==> src/rtl/uart_tx.sv <==
// 8N1 UART transmitter: bytes arrive over a valid/ready handshake into a small FIFO and are sent LSB first.
// Latency: io_tx falls one cycle after a byte is accepted while idle. tx_ready drops only while the FIFO is full.
module uart_tx #(
  parameter int CLKS_PER_BIT = 868,
  parameter int FIFO_DEPTH   = 8
) (
  input  logic                          clk,
  input  logic                          reset,
  input  logic [7:0]                    tx_data,
  input  logic                          tx_valid,
  output logic                          tx_ready,
  output logic                          io_tx,
  output logic                          busy,
  output logic [$clog2(FIFO_DEPTH):0]   fifo_count,
  output logic                          tx_done
);

  localparam int BAUD_W = $clog2(CLKS_PER_BIT);
  localparam int PTR_W  = $clog2(FIFO_DEPTH);
  localparam int CNT_W  = PTR_W + 1;
  localparam logic [BAUD_W-1:0] BAUD_LAST = BAUD_W'(CLKS_PER_BIT - 1);
  localparam logic [CNT_W-1:0]  FULL      = CNT_W'(FIFO_DEPTH);

  typedef enum logic [1:0] {IDLE, START, DATA, STOP} state_t;

  state_t              state, state_n;
  logic [BAUD_W-1:0]   baud_cnt, baud_n;
  logic [2:0]          bit_idx, bit_n;
  logic [7:0]          shift, shift_n;
  logic                line_n;
  logic                pop, push, bit_end;
  logic [7:0]          mem [FIFO_DEPTH];
  logic [PTR_W-1:0]    wr_ptr, rd_ptr;
  logic [CNT_W-1:0]    count;

  assign tx_ready   = (count != FULL);
  assign push       = tx_valid && tx_ready;
  assign bit_end    = (baud_cnt == BAUD_LAST);
  assign fifo_count = count;
  assign busy       = (state != IDLE) || (count != '0);
  assign tx_done    = (state == STOP) && bit_end;

  always_comb begin
    state_n = state;
    baud_n  = baud_cnt;
    bit_n   = bit_idx;
    shift_n = shift;
    pop     = 1'b0;
    line_n  = 1'b1;
    case (state)
      IDLE: begin
        if (count != '0) begin
          pop     = 1'b1;
          shift_n = mem[rd_ptr];
          baud_n  = '0;
          state_n = START;
        end
      end
      START: begin
        if (bit_end) begin
          baud_n  = '0;
          bit_n   = 3'd0;
          state_n = DATA;
        end else begin
          baud_n = baud_cnt + 1'b1;
        end
      end
      DATA: begin
        if (bit_end) begin
          baud_n = '0;
          if (bit_idx == 3'd7) begin
            state_n = STOP;
          end else begin
            shift_n = shift >> 1;
            bit_n   = bit_idx + 1'b1;
          end
        end else begin
          baud_n = baud_cnt + 1'b1;
        end
      end
      STOP: begin
        if (bit_end) begin
          baud_n = '0;
          // Chain straight into the next start bit so queued frames have no idle gap
          if (count != '0) begin
            pop     = 1'b1;
            shift_n = mem[rd_ptr];
            state_n = START;
          end else begin
            state_n = IDLE;
          end
        end else begin
          baud_n = baud_cnt + 1'b1;
        end
      end
      default: state_n = IDLE;
    endcase
    // io_tx is registered, so it is driven from the state being entered
    case (state_n)
      START:   line_n = 1'b0;
      DATA:    line_n = shift_n[0];
      default: line_n = 1'b1;
    endcase
  end

  always_ff @(posedge clk or posedge reset) begin
    if (reset) begin
      state    <= IDLE;
      baud_cnt <= '0;
      bit_idx  <= '0;
      shift    <= '0;
      io_tx    <= 1'b1;
    end else begin
      state    <= state_n;
      baud_cnt <= baud_n;
      bit_idx  <= bit_n;
      shift    <= shift_n;
      io_tx    <= line_n;
    end
  end

  always_ff @(posedge clk or posedge reset) begin
    if (reset) begin
      wr_ptr <= '0;
      rd_ptr <= '0;
      count  <= '0;
    end else begin
      if (push) wr_ptr <= wr_ptr + 1'b1;
      if (pop)  rd_ptr <= rd_ptr + 1'b1;
      case ({push, pop})
        2'b10:   count <= count + 1'b1;
        2'b01:   count <= count - 1'b1;
        default: count <= count;
      endcase
    end
  end

  always_ff @(posedge clk) begin
    if (push) mem[wr_ptr] <= tx_data;
  end

endmodule

==> config.mk <==
export PLATFORM = sky130hd
export DESIGN_NAME = uart_tx
export DESIGN_NICKNAME = d
export VERILOG_FILES = /design/src/rtl/uart_tx.sv
export SDC_FILE = /design/constraint.sdc
export NUM_CORES = 1
export LEC_CHECK = 0
export ABC_AREA = 1
export BUFFER_PORTS_ARGS = -buffer_cell sky130_fd_sc_hd__buf_2
export CAP_MARGIN = 20
export CORE_ASPECT_RATIO = 0.9
export CORE_MARGIN = 2
export CORE_UTILIZATION = 55
export DETAILED_ROUTE_END_ITERATION = 8
export GPL_TIMING_DRIVEN = 1
export MAX_ROUTING_LAYER = met4
export PLACE_DENSITY = 0.77
export SLEW_MARGIN = 20
export SYNTH_ARGS = -nofsm -noshare
export SYNTH_HDL_FRONTEND = slang
export SYNTH_SLANG_ARGS = --single-unit
==> constraint.sdc <==
create_clock -name clk -period 2.3 [get_ports clk]
set_input_delay 0 -clock clk [delete_from_list [all_inputs] [get_ports clk]]
set_output_delay 0 -clock clk [all_outputs]
set_load 0.03 [all_outputs]
==> results of run 1 <==
cells in the final DEF (no fill, tap or decap), types with 6 or more instances in the layout:
master,count
inv_1,29
ha_1,11
edfxtp_1,64
o22ai_1,18
dfrtp_1,33
buf_2,18
clkbuf_8,9
nor2_1,56
dlygate4sd3_1,10
nand2_1,136
nand3_1,22
o21ai_0,34
xor2_1,6
inv_2,6
a21oi_1,6
buf_4,24
path summary, 6_finish.rpt:
check                                          start                         to  slack [ps]  cells after the start
max in group asynchronous                      reset            io_tx$_DFF_PP1_        1690                      4
max reg2reg                fifo_count[1]$_DFFE_PP0P_  fifo_count[3]$_DFFE_PP0P_         130                     14
min reg2reg                       shift[0]$_DFF_PP0_         shift[0]$_DFF_PP0_         510                      2
min in group clk                          tx_data[5]        mem[2][5]$_DFFE_PP_         450                      2
max                        fifo_count[1]$_DFFE_PP0P_  fifo_count[3]$_DFFE_PP0P_         130                     14
min                                            reset    baud_cnt[5]$_DFFE_PP0P_         270                      4
what timing repair did:
action / CTS / global route
endpoints found under the setup margin: 0 / 3
gates resized for setup: 0 / 12
setup buffers: 0 / 4
endpoints found under the hold margin: 98 / 0
hold buffers: 10 / 0
per-layer routing:
layer | up-vias | track usage | wire length (microns)
met5 | - | - | 0
met4 | 0 | 0.05743 | 160
met3 | 14 | 0.05466 | 636
met2 | 127 | 0.3438 | 4834
met1 | 1667 | 0.3309 | 4286
li1 | 1691 | - | -
sequential cells by signal, summed over array words and instances (netlist names):
name,cells
state,2
bit_idx,3
mem,64
io_tx,1
shift,8
fifo_count,4
wr_ptr,3
baud_cnt,10
rd_ptr,3
stage by stage:
stage	instances	util	area [sq um]	hold slack [ps]
2_1_floorplan	475	-	4681	98.87
3_5_place_dp	599	0.6097	4966	124.4
5_1_grt	629	0.6548	5334	302.2
3_3_place_gp	599	0.6097	4966	113.9
6_report	629	0.6548	5334	269.1
4_1_cts	625	0.6458	5260	276.5
where the power goes:
group	leakage [uW]	internal, uW	total [uW]	switching [uW]
Combinational	0.00121	1040	2940	1900
Sequential	0.00102	2260	2520	266
Clock	0.0000905	505	1090	589
Total	0.00232	3810	6560	2750
critical path: stages (launching register included):
cell,delay (ps)
dfrtp_1,460
nor2_1,190
nand2_1,130
nand4_1,120
nand2_1,80
nand2_2,80
inv_2,60
ha_4,170
nand2_1,90
inv_2,50
nor2_1,130
and3_1,220
nand2_1,70
o211ai_1,120
xnor2_1,140
cell families after synthesis:
kind of cell | Yosys count
AO/OA/AOI/OAI | 71
XOR/XNOR | 10
adder cells (fa/ha/maj) | 14
buffers and inverters | 49
flip-flops | 98
multiplexers | 1
AND/OR/NAND/NOR | 232
final cells by class:
cell class              count  share of cell area
multi-input cells         328              0.3256
repair buffers             52             0.06943
flip-flops and latches     98              0.5201
well taps                  99             0.02322
clock inverters             6             0.01243
clock buffers              10             0.02393
inverters                  36             0.02533
==> summary.md, run 1 <==
| Metric | Value |
|---|---|
| Area delta synth->final | 13.95% |
| Leading area contributor after synthesis | edfxtp_1 |
| I/O Buffers | 18 |
| Setup Crit Path Kind | flip-flop to flip-flop |
| Ys async rst share | 0.3469 |
| Clock sink total | 98 |
| Post-synth EDFFs | 64 |
| I/O pin cnt | 19 |
| Inserted Diodes | 0 |
| Setup TNS | 0 ps |
| CTS tree | built |
| Gr ovfl total | 0 |
| DRT iter0 DRCs | 268 |
| Global-route wire length before repair | 16040 microns |
| Cells after synthesis | 475 |
| Pre-Repair DR Iteration Count | 5 |
| Final setup viols | 0 |
| Die ar. | 0.009265 sq mm |
| Crit. End Element | flip-flop |
| Die Y | 91.52 microns |
| Core footprint | 0.008145 sq mm |
| Syn Std Cell Area | 0.004681 sq mm |
| Xor and xnor area share after synthesis | 0.01871 |
| Total CTS buffers | 9 |
| ANT nets after route | 0 |
| Place WS | 72.54 ps |
| CTS Root Cell | clkbuf_8 |
| Routed WL | 9918 microns |
| Simple-gate share of the synthesized area | 0.2125 |
| Design Power | 6558 uW |
| Post-synthesis compound-gate area fraction | 0.09062 |
| Multi-input gate area | 0.001737 sq mm |
| Htree depth | 3 |
| Layout Skew | 12.23 ps |
| FP Rows | 31 |
| Largest net degree at the start of global routing | 35 |
| Clock Tree Buf Depth | 2 |
| Mean Syn Cell Area | 9.854 sq um |
| Top post-synthesis cells by area | edfxtp_1, dfrtp_1, nand2_1 |
| Least-Margin Pin Slew | 530.4 ps |
| Status | complete, no violations |
| Final Max Slew Viols | 0 |
| Crit path DAT | 2470 ps |
| Max frequency | 460.7 MHz |
| Startpoint Class | flip-flop |
| Worst-path fanout max | 6 |
| Final Hold Viols | 0 |
| Dominant synthesized flop cell | edfxtp_1 |
| Worst VDD drop | 0.9403 mV |
| Register area share after synthesis | 0.5926 |
| Flops & latches, synth | 98 |
| Initial antenna violation count | 0 |
| GRT Total Usage | 0.2332 |
| Vias in the first global route | 3299 |
| Count of different cell masters after synthesis | 39 |
| Via density | 5.563 |
| Critical path required time | 2600 ps |
| Register area | 0.002774 sq mm |
| Count leader, synth | nand2_1 |
| Worst min path class | input pin to async pin |
| Max cap viols | 0 |
| Post-Syn Nets | 500 |
| Vias post-DR | 3499 |
| Post-detail-place hpwl | 6440 microns |
| Tcrit/Tclk final | 0.9438 |
| Share of cells above drive strength 1 | 0.1642 |
| Starting Density | 0.5747 |
| Routed WL per cell | 15.77 microns |
| # DRC | 0 |
| Clock insertion delay at the later pin of the skew report | 360 ps |
| Filler Cell Count | 624 |
| Period minus WS final | 2171 ps |
| Worst slew margin | 0.6459 |
| P_leak | 0.002325 uW |
| Synth top area share | 0.4106 |
| Final GP Congestion | 0.8242 |
| Final Net Count | 550 |
| CTS clk-pin slew, worst paths | 100 ps |
| P per Cell Area | 1230 mW/mm^2 |
| Commonest cells in the netlist | nand2_1, edfxtp_1, nor2_1, o21ai_0, dfrtp_1 |
| Synthesized-area fraction occupied by adder cells | 0.03742 |
| Fraction of synthesized area in multiplexers | 0.002406 |
| Final worst setup slack | 129.3 ps |
| Main combinational cell family by area after synthesis | simple AND/OR/NAND/NOR gates |
| Die Wd | 101.2 microns |
| Syn. warnings | 0 |
(Power assumes the default switching activity.)
==> run 2, diff against run 1 <==
--- a/config.mk
+++ b/config.mk
@@ -15,6 +15,7 @@
 export GPL_TIMING_DRIVEN = 1
 export MAX_ROUTING_LAYER = met4
 export PLACE_DENSITY = 0.77
+export REMOVE_ABC_BUFFERS = 1
 export SLEW_MARGIN = 20
 export SYNTH_ARGS = -nofsm -noshare
 export SYNTH_HDL_FRONTEND = slang
==> constraint.sdc (replaced) <==
create_clock -name clk -period 1.8 [get_ports clk]
set_input_delay 0 -clock clk [delete_from_list [all_inputs] [get_ports clk]]
set_output_delay 0 -clock clk [all_outputs]
set_load 0.03 [all_outputs]
==> run 2 against run 1 <==
The flow now finishes with violations (setup timing). Utilization is 4.5 points higher. Hold slack worse by 160 ps. Register-to-register slack worse by 470 ps. Final area is 6.9% higher. Final cell count is 5.6% higher. Sequential power is 23% higher. Count of clock-buffer cells in the layout is 1 lower. Critical endpoint is now fifo_count[2]$_DFFE_PP0P_.
==> summary.md, run 2 (synthesized netlist as in run 1, its figures left out) <==
| Metric | Value |
|---|---|
| Slowest stage delay, CP | 410 ps (was 460 ps) |
| Period minus WS final | 2137 ps (was 2171 ps) |
| Final setup viols | 4 (was 0) |
| Final Hold Viols | 0 (unchanged) |
| Placed Instance Area | 0.005199 sq mm (was 0.004966 sq mm) |
| Levels on crit path | 15 (was 14) |
| Crit path DAT | 2380 ps (was 2470 ps) |
| Critical-path cell list | nor2_2 > nand2_2 > nor2_4 > nand4_1 > nand2_2 > nand2_2 > inv_2 > ha_4 > nand2_2 > inv_2 > nor2_2 > ha_4 > a21oi_4 > xor2_2 > o21ai_1 (was nor2_1 > nand2_1 > nand4_1 > nand2_1 > nand2_2 > inv_2 > ha_4 > nand2_1 > inv_2 > nor2_1 > and3_1 > nand2_1 > o211ai_1 > xnor2_1) |
| WHS Path Cells | 5 |
| Worst Hold Launch | tx_valid |
| Fin util | 0.7002 (was 0.6548) |
| Max reg flops | 64 (unchanged) |
| DRT iter0 DRCs | 345 (was 268) |
| CP Buf/Inv Count | 2 (unchanged) |
| Share of cells above drive strength 1 | 0.2496 (was 0.1642) |
| Worst r2r path cells | 15 (was 14) |
| Status | finished, violations left (was complete, no violations) |
| Final Net Count | 585 (was 550) |
| Setup Crit Path Kind | flip-flop to flip-flop (unchanged) |
| Worst slew margin | 0.6955 (was 0.6459) |
| Design Power | 9044 uW (was 6558 uW) |
| Vias post-DR | 3621 (was 3499) |
| Multi-input gate area | 0.001832 sq mm (was 0.001737 sq mm) |
| Pre-Repair DR Iteration Count | 5 (unchanged) |
| Final GP Congestion | 0.9242 (was 0.8242) |
| Commonest cells after routing, fill and taps aside | nand2_1, edfxtp_1, buf_4 (was nand2_1, edfxtp_1, nor2_1) |
| ANT nets after route | 0 (unchanged) |
| Die Wd | 101.2 microns (unchanged) |
| Via density | 5.453 (was 5.563) |
| Worst VDD drop | 1.273 mV (was 0.9403 mV) |
| Worst min path class | input pin to flip-flop (was input pin to async pin) |
| Worst Setup SP | baud_cnt[3]$_DFFE_PP0P_ (was fifo_count[1]$_DFFE_PP0P_) |
| Global-route wire length before repair | 17000 microns (was 16040 microns) |
| Largest register by flop count | mem (unchanged) |
| Max frequency | 467.9 MHz (was 460.7 MHz) |
| Worst-path fanout max | 3 (was 6) |
| Clock Tree Buf Depth | 2 (unchanged) |
| Routed WL | 10560 microns (was 9918 microns) |
| Place WS | -419.7 ps (was 72.54 ps) |
| Post-detail-place hpwl | 6913 microns (was 6440 microns) |
| Die ar. | 0.009265 sq mm (unchanged) |
| Startpoint Class | flip-flop (unchanged) |
| Critical path required time | 2050 ps (was 2600 ps) |
| Starting Density | 0.5747 (unchanged) |
| Gr ovfl total | 0 (unchanged) |
| Top delay family on crit path | simple AND/OR/NAND/NOR gates (unchanged) |
| CTS Root Cell | clkbuf_8 (unchanged) |
| Fin area | 0.005703 sq mm (was 0.005334 sq mm) |
| Tcrit/Tclk final | 1.187 (was 0.9438) |
| Register area | 0.002774 sq mm (unchanged) |
| FP Rows | 31 (unchanged) |
| P_leak | 0.002513 uW (was 0.002325 uW) |
| Most common cell after layout, fill and taps aside | nand2_1 (unchanged) |
| Inserted Diodes | 0 (unchanged) |
| Largest net degree at the start of global routing | 35 (unchanged) |
| Clock sink total | 98 (unchanged) |
| Least-Margin Pin Slew | 456.8 ps (was 530.4 ps) |
| I/O Buffers | 18 (unchanged) |
| RSZ-0062 raised after global routing | yes |
| Layout Skew | 10.20 ps (was 12.23 ps) |
| Max cap viols | 0 (unchanged) |
| Routed WL per cell | 15.90 microns (was 15.77 microns) |
| I/O pin cnt | 19 (unchanged) |
| Die Y | 91.52 microns (unchanged) |
| Htree depth | 3 (unchanged) |
| RR Startpoint | baud_cnt[3]$_DFFE_PP0P_ (was fifo_count[1]$_DFFE_PP0P_) |
| P per Cell Area | 1586 mW/mm^2 (was 1230 mW/mm^2) |
| Crit. End Element | flip-flop (unchanged) |
| Initial antenna violation count | 0 (unchanged) |
| Most used cell, CP | nand2_2 (was nand2_1) |
| # DRC | 0 (unchanged) |
| Failing checks | setup timing |
| Filler Cell Count | 588 (was 624) |
| Final Max Slew Viols | 0 (unchanged) |
| Clock insertion delay at the later pin of the skew report | 350 ps (was 360 ps) |
| Crit-path slowest cell | dfrtp_1 (unchanged) |
| Top flop regs | mem: 64 flops, baud_cnt: 10 flops, shift: 8 flops (unchanged) |
| CTS clk-pin slew, worst paths | 100 ps (about the same) |
| Core footprint | 0.008145 sq mm (unchanged) |
| GRT Total Usage | 0.2458 (was 0.2332) |
| Area delta synth->final | 21.84% (was 13.95%) |
| Total CTS buffers | 9 (unchanged) |
| CTS tree | built (unchanged) |
| Final worst setup slack | -337.0 ps (was 129.3 ps) |
| Vias in the first global route | 3539 (was 3299) |
run 2: changes by cell type in the layout (fill, tap and decap cells not counted), moves of 4 or more:
| cell | before | now |
|---|---|---|
| nand2_1 | 136 | 129 |
| nor2_2 | 2 | 6 |
| buf_4 | 24 | 53 |
| nor2_1 | 56 | 50 |
| nand2_2 | 4 | 10 |
| buf_6 | 0 | 7 |
run 2: what timing repair did:
action | 4_1_cts | 5_1_grt
endpoints found under the setup margin | 9 | 78
pin swaps | 7 | 11
buffers inserted | 5 | 5
gates cloned | 0 | 0
hold buffers | 9 | 0
hold endpoints to repair | 97 | 0
gates resized for setup | 23 | 20
run 2: area by class of cell:
| cell class | count | share of cell area |
|---|---|---|
| Sequential cell | 98 | 0.4864 |
| Multi-Input combinational cell | 328 | 0.3212 |
| Tap cell | 99 | 0.02172 |
| Clock buffer | 9 | 0.02172 |
| Inverter | 36 | 0.02435 |
| Clock inverter | 7 | 0.009434 |
| Timing Repair Buffer | 87 | 0.1152 |
run 2: path summary, 6_finish.rpt:
| check | endpoint | slack (ps) |
|---|---|---|
| max in group asynchronous | io_tx$_DFF_PP1_ | 1190 |
| max reg2reg | fifo_count[2]$_DFFE_PP0P_ | -340 |
| max | fifo_count[2]$_DFFE_PP0P_ | -340 |
| min reg2reg | shift[0]$_DFF_PP0_ | 490 |
| min | wr_ptr[0]$_DFFE_PP0P_ | 110 |
| min in group asynchronous | baud_cnt[3]$_DFFE_PP0P_ | 270 |
run 2: worst register-to-register path: stages, from the launching register on:
cell     delay, ps
dfrtp_1        410
nor2_2         160
nand2_2         80
nor2_4         100
nand4_1        120
nand2_2        110
nand2_2         70
inv_2           80
ha_4           170
nand2_2         70
inv_2           60
nor2_2          50
ha_4           160
a21oi_4        150
xor2_2         170
o21ai_1         70
run 2: through the flow:
stage | hold WS (ps) | std cells | setup TNS (ps)
3_5_place_dp | 123.5 | 630 | -1075
3_3_place_gp | 117.2 | 630 | -498.9
4_1_cts | 82.84 | 660 | -523.8
2_1_floorplan | 98.87 | 462 | -23320
5_1_grt | 123.6 | 664 | -2754
6_report | 109.5 | 664 | -823.2
run 2: power by group:
| part | internal, uW | switching [uW] | leakage (uW) |
|---|---|---|---|
| clock network | 515 | 774 | 0.0000892 |
| logic | 1850 | 2820 | 0.00140 |
| registers | 2890 | 202 | 0.00102 |
run 2: metal layers:
metal / vias up / wire length, microns / GRT usage
li1: 1769 / - / -
met1: 1750 / 4408 / 0.3216
met2: 93 / 5442 / 0.3918
met3: 9 / 620 / 0.05466
met4: 0 / 89 / 0.06194
met5: - / 0 / -
==> run 3, diff against run 2 <==
--- a/config.mk
+++ b/config.mk
@@ -9,12 +9,13 @@
 export BUFFER_PORTS_ARGS = -buffer_cell sky130_fd_sc_hd__buf_2
 export CAP_MARGIN = 20
 export CORE_ASPECT_RATIO = 0.9
-export CORE_MARGIN = 2
+export CORE_MARGIN = 5
 export CORE_UTILIZATION = 55
+export CTS_BUF_LIST = sky130_fd_sc_hd__clkbuf_8 sky130_fd_sc_hd__clkbuf_16
 export DETAILED_ROUTE_END_ITERATION = 8
 export GPL_TIMING_DRIVEN = 1
 export MAX_ROUTING_LAYER = met4
-export PLACE_DENSITY = 0.77
+export PLACE_DENSITY = 0.76
 export REMOVE_ABC_BUFFERS = 1
 export SLEW_MARGIN = 20
 export SYNTH_ARGS = -nofsm -noshare
==> run 3 against run 2 <==
The run still ends with setup timing left. Sequential cell count unchanged. Non-clock buffer count is 1 higher. Critical path depth increased by 3. Final cell count up 3.2%. Utilization fell by 1.7 points. Register-to-register slack improved by 70 ps. Wire length down 0.65%. Hold slack worse by 33 ps. Combinational power rose by 3%. Critical path type unchanged.
==> summary.md, run 3 (synthesized netlist as in run 1, its figures left out) <==
| Metric | Value |
|---|---|
| Crit. End Element | flip-flop (unchanged) |
| DRT iter0 DRCs | 248 (was 345) |
| Top flop regs | mem: 64 flops, baud_cnt: 10 flops, shift: 8 flops (unchanged) |
| Post-detail-place hpwl | 6550 microns (was 6913 microns) |
| P_leak | 0.002514 uW (was 0.002513 uW) |
| Crit path DAT | 2370 ps (was 2380 ps) |
| Met2 WL post-DR | 5121 microns (was 5442 microns) |
| Top Metal Used | met4 (unchanged) |
| Least-Margin Pin Slew | 504.3 ps (was 456.8 ps) |
| FP Rows | 32 (was 31) |
| Starting Density | 0.5541 (was 0.5747) |
| M1 WL | 4610 microns (was 4408 microns) |
| Initial antenna violation count | 0 (unchanged) |
| Worst slew margin | 0.6634 (was 0.6955) |
| Most common cell after layout, fill and taps aside | nand2_1 (unchanged) |
| Inserted Diodes | 0 (unchanged) |
| GRT Total Usage | 0.2067 (was 0.2458) |
| Design Power | 9337 uW (was 9044 uW) |
| Period minus WS final | 2066 ps (was 2137 ps) |
| Clock Tree Buf Depth | 2 (unchanged) |
| Commonest cells after routing, fill and taps aside | nand2_1, edfxtp_1, nor2_1, buf_4 (was nand2_1, edfxtp_1, buf_4) |
| Final Hold Viols | 0 (unchanged) |
| Core footprint | 0.008448 sq mm (was 0.008145 sq mm) |
| RR Startpoint | baud_cnt[1]$_DFFE_PP0P_ (was baud_cnt[3]$_DFFE_PP0P_) |
| Clock sink total | 98 (unchanged) |
| Die ar. | 0.01046 sq mm (was 0.009265 sq mm) |
| Dpl cells | 646 (was 630) |
| Area delta synth->final | 23.23% (was 21.84%) |
| CTS clk-pin slew, worst paths | 90 ps (was 100 ps) |
| Pre-Repair DR Iteration Count | 4 (was 5) |
| Vias in the first global route | 3406 (was 3539) |
| Worst min path class | input pin to flip-flop (unchanged) |
| Clock insertion delay at the later pin of the skew report | 380 ps (was 350 ps) |
| CTS tree | built (unchanged) |
| Htree depth | 3 (unchanged) |
| P per Cell Area | 1619 mW/mm^2 (was 1586 mW/mm^2) |
| Startpoint Class | flip-flop (unchanged) |
| Setup Crit Path Kind | flip-flop to flip-flop (unchanged) |
| I/O Buffers | 18 (unchanged) |
| CTS Root Cell | clkbuf_8 (unchanged) |
| Max frequency | 484.1 MHz (was 467.9 MHz) |
| I/O pin cnt | 19 (unchanged) |
| Total CTS buffers | 9 (unchanged) |
| # DRC | 0 (unchanged) |
| Global-route wire length before repair | 16470 microns (was 17000 microns) |
| Share of cells above drive strength 1 | 0.2527 (was 0.2496) |
| Final worst setup slack | -265.7 ps (was -337.0 ps) |
| Final GP Congestion | 0.8919 (was 0.9242) |
| Via density | 5.285 (was 5.453) |
| Max cap viols | 0 (unchanged) |
| Final Max Slew Viols | 0 (unchanged) |
| Worst-path fanout max | 2 (was 3) |
| Routed WL | 10490 microns (was 10560 microns) |
| Largest net degree at the start of global routing | 35 (unchanged) |
| Failing checks | setup timing (unchanged) |
| RSZ-0062 raised after global routing | yes (unchanged) |
| WL met3 | 506 microns (was 620 microns) |
| Final setup viols | 6 (was 4) |
| ANT nets after route | 0 (unchanged) |
| Worst Hold Launch | tx_valid (unchanged) |
| Vias post-DR | 3620 (was 3621) |
| Setup TNS | -1063 ps (was -823.2 ps) |
| Largest register by flop count | mem (unchanged) |
| Tcrit/Tclk final | 1.148 (was 1.187) |
| Final Net Count | 586 (was 585) |
| Status | finished, violations left (unchanged) |
| Non-Filler Instances | 685 (was 664) |
| Die Y | 97.52 microns (was 91.52 microns) |
| Routed WL per cell | 15.32 microns (was 15.90 microns) |
| Layout Skew | 11.12 ps (was 10.20 ps) |
| Gr ovfl total | 0 (unchanged) |
| Max reg flops | 64 (unchanged) |
| Worst Setup SP | baud_cnt[1]$_DFFE_PP0P_ (was baud_cnt[3]$_DFFE_PP0P_) |
| Critical path required time | 2110 ps (was 2050 ps) |
| Worst VDD drop | 1.496 mV (was 1.273 mV) |
| Die Wd | 107.2 microns (was 101.2 microns) |
| Final hold slack | 76.70 ps (was 109.5 ps) |
| Fin util | 0.6828 (was 0.7002) |
[run 3: cell type report]
class,count,area (sq um)
flip-flops and latches,98,2774
fillers,608,2680
inverters,36,137.6
clock inverters,7,77.57
repair buffers,88,685.7
well taps,119,148.9
multi-input cells,328,1821
clock buffers,9,123.9
[run 3: final timing paths]
| path | slack [ps] | cells after the start | endpoint |
|---|---|---|---|
| hold / removal | 80 | 5 | wr_ptr[0]$_DFFE_PP0P_ |
| setup reg to reg | -270 | 18 | io_tx$_DFF_PP1_ |
| min in group asynchronous | 250 | 4 | fifo_count[0]$_DFFE_PP0P_ |
| hold reg to reg | 490 | 2 | shift[0]$_DFF_PP0_ |
| max in group asynchronous | 1190 | 4 | io_tx$_DFF_PP1_ |
| setup / recovery | -270 | 18 | io_tx$_DFF_PP1_ |
[run 3: metal layers]
layer	track usage	vias up
met3	0.03123	23
li1	-	1759
met4	0.07670	0
met2	0.3194	95
met5	-	-
met1	0.2781	1743
[run 3: repair_timing]
action,CTS,global route
buffers inserted,8,9
setup endpoints to repair,33,82
pin swaps,6,12
resized for setup,17,29
hold buffers,9,0
endpoints found under the hold margin,97,0
[run 3: per-stage QoR]
stage / instance area [sq um] / setup slack (ps)
2_1_floorplan: 4602 / -585.7
3_3_place_gp: 5206 / -244.5
3_5_place_dp: 5206 / -321.4
4_1_cts: 5620 / -235.7
5_1_grt: 5768 / -425.8
6_report: 5768 / -265.7
[run 3: report_power, final]
part           internal (uW)  total, uW  switching (uW)
clock                    654       1450             792
sequential              2890       3100             210
combinational           1960       4790            2830
total                   5500       9340            3830
[run 3: worst max-delay path, stage by stage (launching register included)]
cell	delay (ps)
dfrtp_1	400
ha_2	200
nand2_2	90
nor2_4	40
nand4_1	90
nand2_2	80
buf_4	140
buf_6	100
buf_6	100
buf_6	100
buf_4	110
buf_4	120
buf_6	100
nand2_1	50
nand2_1	50
nand2_1	70
nand2_1	70
nand2_1	50
nand2_1	50
